===== src/rtl/control_sequencer.sv =====
// Multi-cycle control sequencer: fetches through the instruction register, decodes,
// and drives one bus-C source per cycle for the three-bus datapath.
module control_sequencer (
  input  logic        clk,
  input  logic        rst,
  input  logic [31:0] instrn_data_in,
  input  logic        mem_ready,
  input  logic        alu_zero,
  output logic        ir_busc_in,
  output logic        ir_instrn_out,
  output logic        mem_rd,
  output logic        pc_out,
  output logic        pc_inc,
  output logic        pc_busc_in,
  output logic        rf_busa_out,
  output logic        rf_busb_out,
  output logic        rf_busc_in,
  output logic [4:0]  rs1_sel,
  output logic [4:0]  rs2_sel,
  output logic [4:0]  rd_sel,
  output logic [3:0]  alu_op,
  output logic        alu_busc_out,
  output logic        imm_busb_out,
  output logic        imm_busc_out,
  output logic [31:0] imm_data,
  output logic        halted,
  output logic        illegal
);

  typedef enum logic [2:0] {
    S_IDLE, S_FETCH, S_LOAD, S_DECODE, S_EXEC, S_JUMP, S_HALT
  } state_t;

  localparam logic [5:0] OP_NOP  = 6'h00;
  localparam logic [5:0] OP_ADD  = 6'h01;
  localparam logic [5:0] OP_OR   = 6'h04;
  localparam logic [5:0] OP_ADDI = 6'h05;
  localparam logic [5:0] OP_BEQZ = 6'h06;
  localparam logic [5:0] OP_HALT = 6'h3F;

  localparam logic [3:0] ALU_PASS_A = 4'd0;
  localparam logic [3:0] ALU_ADD    = 4'd1;

  state_t      state_reg, state_next;
  logic [31:0] cir_reg;
  logic        illegal_reg, illegal_next;
  logic [5:0]  bus_op, cir_op;

  assign bus_op = instrn_data_in[31:26];
  assign cir_op = cir_reg[31:26];

  function automatic logic is_alu(input logic [5:0] op);
    return (op >= OP_ADD) && (op <= OP_OR);
  endfunction

  function automatic logic is_known(input logic [5:0] op);
    return (op == OP_NOP) || is_alu(op) || (op == OP_ADDI) ||
           (op == OP_BEQZ) || (op == OP_HALT);
  endfunction

  always_ff @(posedge clk or posedge rst) begin
    if (rst) begin
      state_reg   <= S_IDLE;
      cir_reg     <= 32'd0;
      illegal_reg <= 1'b0;
    end else begin
      state_reg   <= state_next;
      illegal_reg <= illegal_next;
      if (state_reg == S_DECODE) begin
        cir_reg <= instrn_data_in;
      end
    end
  end

  // An illegal opcode leaves DECODE straight for FETCH, so the flag lines up
  // with exactly the first FETCH cycle and clears on the following edge.
  assign illegal_next = (state_reg == S_DECODE) && !is_known(bus_op);
  assign illegal      = illegal_reg;

  always_comb begin
    state_next    = state_reg;
    ir_busc_in    = 1'b0;
    ir_instrn_out = 1'b0;
    mem_rd        = 1'b0;
    pc_out        = 1'b0;
    pc_inc        = 1'b0;
    pc_busc_in    = 1'b0;
    rf_busa_out   = 1'b0;
    rf_busb_out   = 1'b0;
    rf_busc_in    = 1'b0;
    rs1_sel       = 5'd0;
    rs2_sel       = 5'd0;
    rd_sel        = 5'd0;
    alu_op        = ALU_PASS_A;
    alu_busc_out  = 1'b0;
    imm_busb_out  = 1'b0;
    imm_busc_out  = 1'b0;
    imm_data      = 32'd0;
    halted        = 1'b0;

    case (state_reg)
      S_IDLE: begin
        state_next = S_FETCH;
      end
      S_FETCH: begin
        mem_rd = 1'b1;
        pc_out = 1'b1;
        if (mem_ready) begin
          state_next = S_LOAD;
        end
      end
      S_LOAD: begin
        ir_busc_in = 1'b1;
        pc_inc     = 1'b1;
        state_next = S_DECODE;
      end
      S_DECODE: begin
        // cir is only valid after this edge, so branch on the live bus value.
        ir_instrn_out = 1'b1;
        if (bus_op == OP_HALT) begin
          state_next = S_HALT;
        end else if (is_alu(bus_op) || bus_op == OP_ADDI || bus_op == OP_BEQZ) begin
          state_next = S_EXEC;
        end else begin
          state_next = S_FETCH;
        end
      end
      S_EXEC: begin
        rf_busa_out = 1'b1;
        rs1_sel     = cir_reg[20:16];
        state_next  = S_FETCH;
        if (is_alu(cir_op)) begin
          rf_busb_out  = 1'b1;
          rs2_sel      = cir_reg[15:11];
          alu_op       = cir_op[3:0];
          alu_busc_out = 1'b1;
          rf_busc_in   = 1'b1;
          rd_sel       = cir_reg[25:21];
        end else if (cir_op == OP_ADDI) begin
          imm_busb_out = 1'b1;
          imm_data     = {16'd0, cir_reg[15:0]};
          alu_op       = ALU_ADD;
          alu_busc_out = 1'b1;
          rf_busc_in   = 1'b1;
          rd_sel       = cir_reg[25:21];
        end else if (cir_op == OP_BEQZ) begin
          alu_op = ALU_PASS_A;
          if (alu_zero) begin
            state_next = S_JUMP;
          end
        end
      end
      S_JUMP: begin
        imm_busc_out = 1'b1;
        pc_busc_in   = 1'b1;
        imm_data     = {16'd0, cir_reg[15:0]};
        state_next   = S_FETCH;
      end
      S_HALT: begin
        halted = 1'b1;
      end
      default: begin
        state_next = S_IDLE;
      end
    endcase
  end

endmodule


===== config.mk =====
export PLATFORM = sky130hd
export DESIGN_NAME = control_sequencer
export DESIGN_NICKNAME = d
export VERILOG_FILES = /design/src/rtl/control_sequencer.sv
export SDC_FILE = /design/constraint.sdc
export NUM_CORES = 1
export LEC_CHECK = 0
export ABC_AREA = 1
export CAP_MARGIN = 20
export CELL_PAD_IN_SITES_DETAIL_PLACEMENT = 0
export CELL_PAD_IN_SITES_GLOBAL_PLACEMENT = 1
export CORE_MARGIN = 1
export CORE_UTILIZATION = 25
export DETAILED_ROUTE_END_ITERATION = 8
export PLACE_DENSITY_LB_ADDON = 0.3
export RECOVER_POWER = 25
export SLEW_MARGIN = 30
export SYNTH_ARGS = -nofsm -noshare
export SYNTH_HDL_FRONTEND = slang
export SYNTH_SLANG_ARGS = --single-unit
export TNS_END_PERCENT = 5

===== constraint.sdc =====
create_clock -name clk -period 3.5 [get_ports clk]
set_input_delay 0.875 -clock clk [delete_from_list [all_inputs] [get_ports clk]]
set_output_delay 0.875 -clock clk [all_outputs]
set_load 0.1 [all_outputs]

Word-level counts from Yosys, hierarchy flattened
Index checks and enable logic that the tools add are counted.
{"block": "op_classes", "eq_ne": 12, "muxes": 33, "div": 0, "n_lt_le_gt_ge": 4, "n_mul": 0, "bitwise": 1, "shift": 0, "addsub": 0, "n_reduce_logical": 14}
{"op": "$mux W16", "count": 2}
{"op": "$pmux W16 S2", "count": 1}
{"op": "$mux W5", "count": 6}
{"op": "$eq A6 B3 Y1 const B", "count": 4}
{"op": "$mux W3", "count": 7}
{"op": "$pmux W3 S6", "count": 1}
{"op": "$mux W1", "count": 14}
{"op": "$ge A6 B1 Y1 const B", "count": 2}
{"op": "$le A6 B3 Y1 const B", "count": 2}
{"op": "$eq A3 B3 Y1 const B", "count": 3}
{"op": "$mux W4", "count": 2}
{"op": "$eq A3 B2 Y1 const B", "count": 2}
{"op": "$eq A6 B6 Y1 const B", "count": 1}
{"op": "$logic_not A6 Y1", "count": 1}
{"op": "$logic_or A1 B1 Y1", "count": 6}
{"op": "$eq A3 B1 Y1 const B", "count": 1}
{"op": "$logic_and A1 B1 Y1", "count": 3}
{"op": "$logic_not A3 Y1", "count": 1}
{"op": "$ne A2 B2 Y1 const B", "count": 1}
{"op": "$reduce_and A2 Y1", "count": 1}
{"op": "$reduce_or A2 Y1", "count": 1}
{"op": "$logic_not A1 Y1", "count": 1}
{"op": "$not A1 Y1", "count": 1}
{"block": "word_totals", "romBits": 0, "inputBits": 36, "latch_bits": 0, "register_bits": 36, "wordCells": 67, "ramBits": 0, "memories": 0}

Depth between registers and ports, before layout
{"block": "logic_depth", "word_depth": 8, "ltp_mapped": 8}

Least setup slack after synthesis
No wires, ideal clock.
{"block": "synth_path", "path_type": "register to output", "startpoint": "register state_reg[2]", "endpoint": "output port pc_out", "t_arrival_ns": 2.452, "path_stages_with_launch": 5, "setup_slack_ns": 0.173, "cell_sequence": "dfrtp_1 -> inv_1 -> nand2_2 -> nor2_1 -> buf_4"}
{"block": "synth_via", "elab_chain_cells": 2}
{"item": "start: declaration", "line_no": "44", "rtl": "state_t state_reg, state_next;"}
{"item": "start signal: assignment", "line_no": "67", "rtl": "state_reg <= state_next;"}
{"item": "$eq A3 B1 Y1"}
{"item": "$mux W1"}
{"item": "end: declaration", "line_no": "12", "rtl": "output logic pc_out,"}
No other way between the ends.

Worst setup path in the final report
{"block": "layout_path", "startpoint": "register state_reg[1]", "endpoint": "output port rs2_sel[1]"}
{"block": "layout_via", "elab_chain_cells": 2}
{"item": "$eq A3 B3 Y1", "line_no": "101", "rtl": "case (state_reg)"}
{"item": "$mux W5", "line_no": "101"}
{"item": "end: declaration", "line_no": "19", "rtl": "output logic [4:0] rs2_sel,"}
No other way between the ends.

==> flow_summary.yaml <==
logic_synthesis:
  synth_top_area_cell: "dfrtp_1"
  synthCells: 296
  ys_ff_latch: 36
  yosysUniqueCellTypes: 20
  synth_area_um2: 2077
  ys_warn_count: 0
  syn_area_per_cell_um2: 7.017
  synth.area.top_cells: "dfrtp_1 (43%), nand2_1 (18%), buf_4 (8.0%)"
  yosysSeqAreaShare: 0.4337
  yosysTopAreaCellShare: 0.4337
power_and_ir_drop:
  vdd_drop_max_mv: 0.2875
  pwr-share-comb: 0.506
  p_per_area_nw_per_um2: 629.7
  power_mw: 2.126
  power.static_leakage_nw: 1.640
  power.internal_mw: 1.054
  pwr-share-clk: 0.146
  power.switching_mw: 1.072
  sequentialPowerShare: 0.348
  sw_frac_of_total: 0.5042
layout:
  diodes: 0
  area_growth_pct: 62.53
  finish.instance_area_um2: 3376
  fin_cells: 477
  drive_gt1_frac: 0.1760
  fin_nets: 410
  largest_reg_flops: 32
setup_path:
  critPathMaxFanout: 8
  timing.rr.start: "state_reg[2]"
  cp-startpoint: "state_reg[1]"
  ff2ff_setup_slack_ps: 1010
  critical_path_required_ps: 2620
  critPathCaptureType: "primary output"
  criticalPathCategory: "register to primary output"
  arrival_ps: 2010
  start_kind: "register"
clock_tree:
  htreeDepth: 2
  numClockSinks: 36
  cts_tree: "yes"
  cts-root-buf: "clkbuf_8"
  cts_buffer_depth: 2
  clk_latency_ps: 280
  ctsHoldBuffers: 0
  postCtsResizedCells: 0
  cts_buffers: 5
  cts_setup_buffers: 0
  clk_pin_slew_worst_paths_ps: 70
timing:
  period_share: 0.8248
  maxSlewHeadroom: 0.3375
  finalHoldViolCount: 0
  fin_setup_tns_ps: 0
  worst_slack_ps: 613.1
  tightest_slew_ps: 993.7
  skew_ps: 4.199
  drv_slew: 0
  rsz0062_at_grt: "no"
  period_minus_slack_ps: 2887
  fmax_mhz: 346.4
  finalSetupViolations: 0
flow_run:
  max_cap_violations: 0
grt:
  gr-usage-met2: 0.2163
  grt_util_met3: 0.03089
  grt_usage: 0.1355
  grt_pass1_vias: 1836
  grt_pass1_wl_mm: 9.094
  top_usage_layer: "met2"
  grt_overflow: 0
  use_met1: 0.1813
  grt_antenna_before_repair: 0
  grt_max_degree: 53
placed_design:
  gp_congestion: 0.7696
  placed_area_um2: 3288
  dpl.cell_count: 469
  port_buffers: 83
  dp_hpwl_mm: 4.081
  pre_cts_ws_ps: 893.9
floorplanning:
  core_um2: 7888
  ios: 101
  fp.dieH_um: 93.15
  dieArea_um2: 8677
  initial_core_util: 0.2633
  fp-row-count: 32
  die-width_um: 93.15
detailed_routing:
  drt_wl_total_mm: 5.574
  avgRoutedWirePerCell_um: 11.69
  viasPerCell: 4.289
  ant_nets: 0
  dr.pass1.iters: 4
  drc: 0
  vias: 2046
  dr.first_iter.drc_count: 63
hold_path:
  worstHoldPathType: "register to register"
  worstHoldStart: "cir_reg[31]"
outcome:
  status: "finished, final reports clean"
==> cells in the final DEF, fill, tap and decap left out, types with 3 or more instances in the layout <==
| cell type | Yosys | routed |
|---|---|---|
| inv_1 | 31 | 31 |
| o21ai_0 | 4 | 17 |
| clkbuf_8 | 0 | 6 |
| buf_12 | 0 | 40 |
| inv_2 | 4 | 4 |
| clkdlybuf4s50_1 | 0 | 34 |
| conb_1 | 1 | 17 |
| nand3_1 | 26 | 26 |
| o21ai_1 | 18 | 5 |
| nand4_1 | 3 | 3 |
| nor2_1 | 33 | 34 |
| buf_4 | 22 | 10 |
| nand2_1 | 100 | 100 |
| dfrtp_1 | 36 | 36 |
==> worst paths after layout <==
check,end,depth (start not counted)
max,rs2_sel[1],4
min,cir_reg[31],2
max reg2reg,cir_reg[29],6
min reg2reg,cir_reg[31],2
max in group asynchronous,illegal,3
min in group asynchronous,cir_reg[2],2
==> layout make-up <==
type                            count  area, um2
Multi-Input combinational cell    210      887.1
Clock inverter                      2      15.01
Sequential cell                    36      900.9
Timing Repair Buffer               86       1231
Fill cell                         805       4512
Clock buffer                        6      82.58
Inverter                           35      131.4
Tap cell                          102      127.6
==> worst max-delay path, cell delays in order (launching register included) <==
cell,delay (ps)
dfrtp_1,450
nor3_2,310
nand4_1,420
nor2_1,330
buf_12,210
==> kinds of logic (layout without fill, tap and decap cells) <==
kind of cell           count (synthesis)  count (layout)  synth area share
AO/OA/AOI/OAI                         24              24           0.05904
buffers and inverters                 66             129            0.1645
flip-flops                            36              36            0.4337
other                                  1              17          0.001805
AND/OR/NAND/NOR                      169             169            0.3410
==> power by group through the flow <==
stage	Combinational [mW]	Sequential, mW	Clock, mW
2_1_floorplan	0.853	0.758	0
3_3_place_gp	1.11	0.736	0
3_5_place_dp	1.11	0.745	0
4_1_cts	1.12	0.739	0.325
5_1_grt	1.18	0.770	0.339
6_report	1.07	0.740	0.311
==> per-layer routing <==
metal  vias to the layer above  routed length, um
met5                         -                  0
met4                         0                 77
met3                         8                371
met2                        77               2574
met1                       932               2551
li1                       1029                  -
==> synthesized netlist by cell type <==
library cell  number
a21oi_1            1
and3_1             1
buf_2              9
buf_4             22
conb_1             1
dfrtp_1           36
inv_1             31
inv_2              4
nand2_1          100
nand2_2            1
nand3_1           26
nand4_1            3
nor2_1            33
nor2_4             1
nor3_1             2
nor3_2             1
nor3_4             1
o21ai_0            4
o21ai_1           18
o21bai_1           1
==> per-stage QoR <==
stage	util	hold slack [ps]
CTS	0.4293	491.1
detailed placement	0.4169	471.9
global placement	0.4169	457.0
global route	0.4280	524.6
finish	0.4280	492.8
floorplan	-	442.9
No activity file was read; power rests on OpenSTA's default activity.
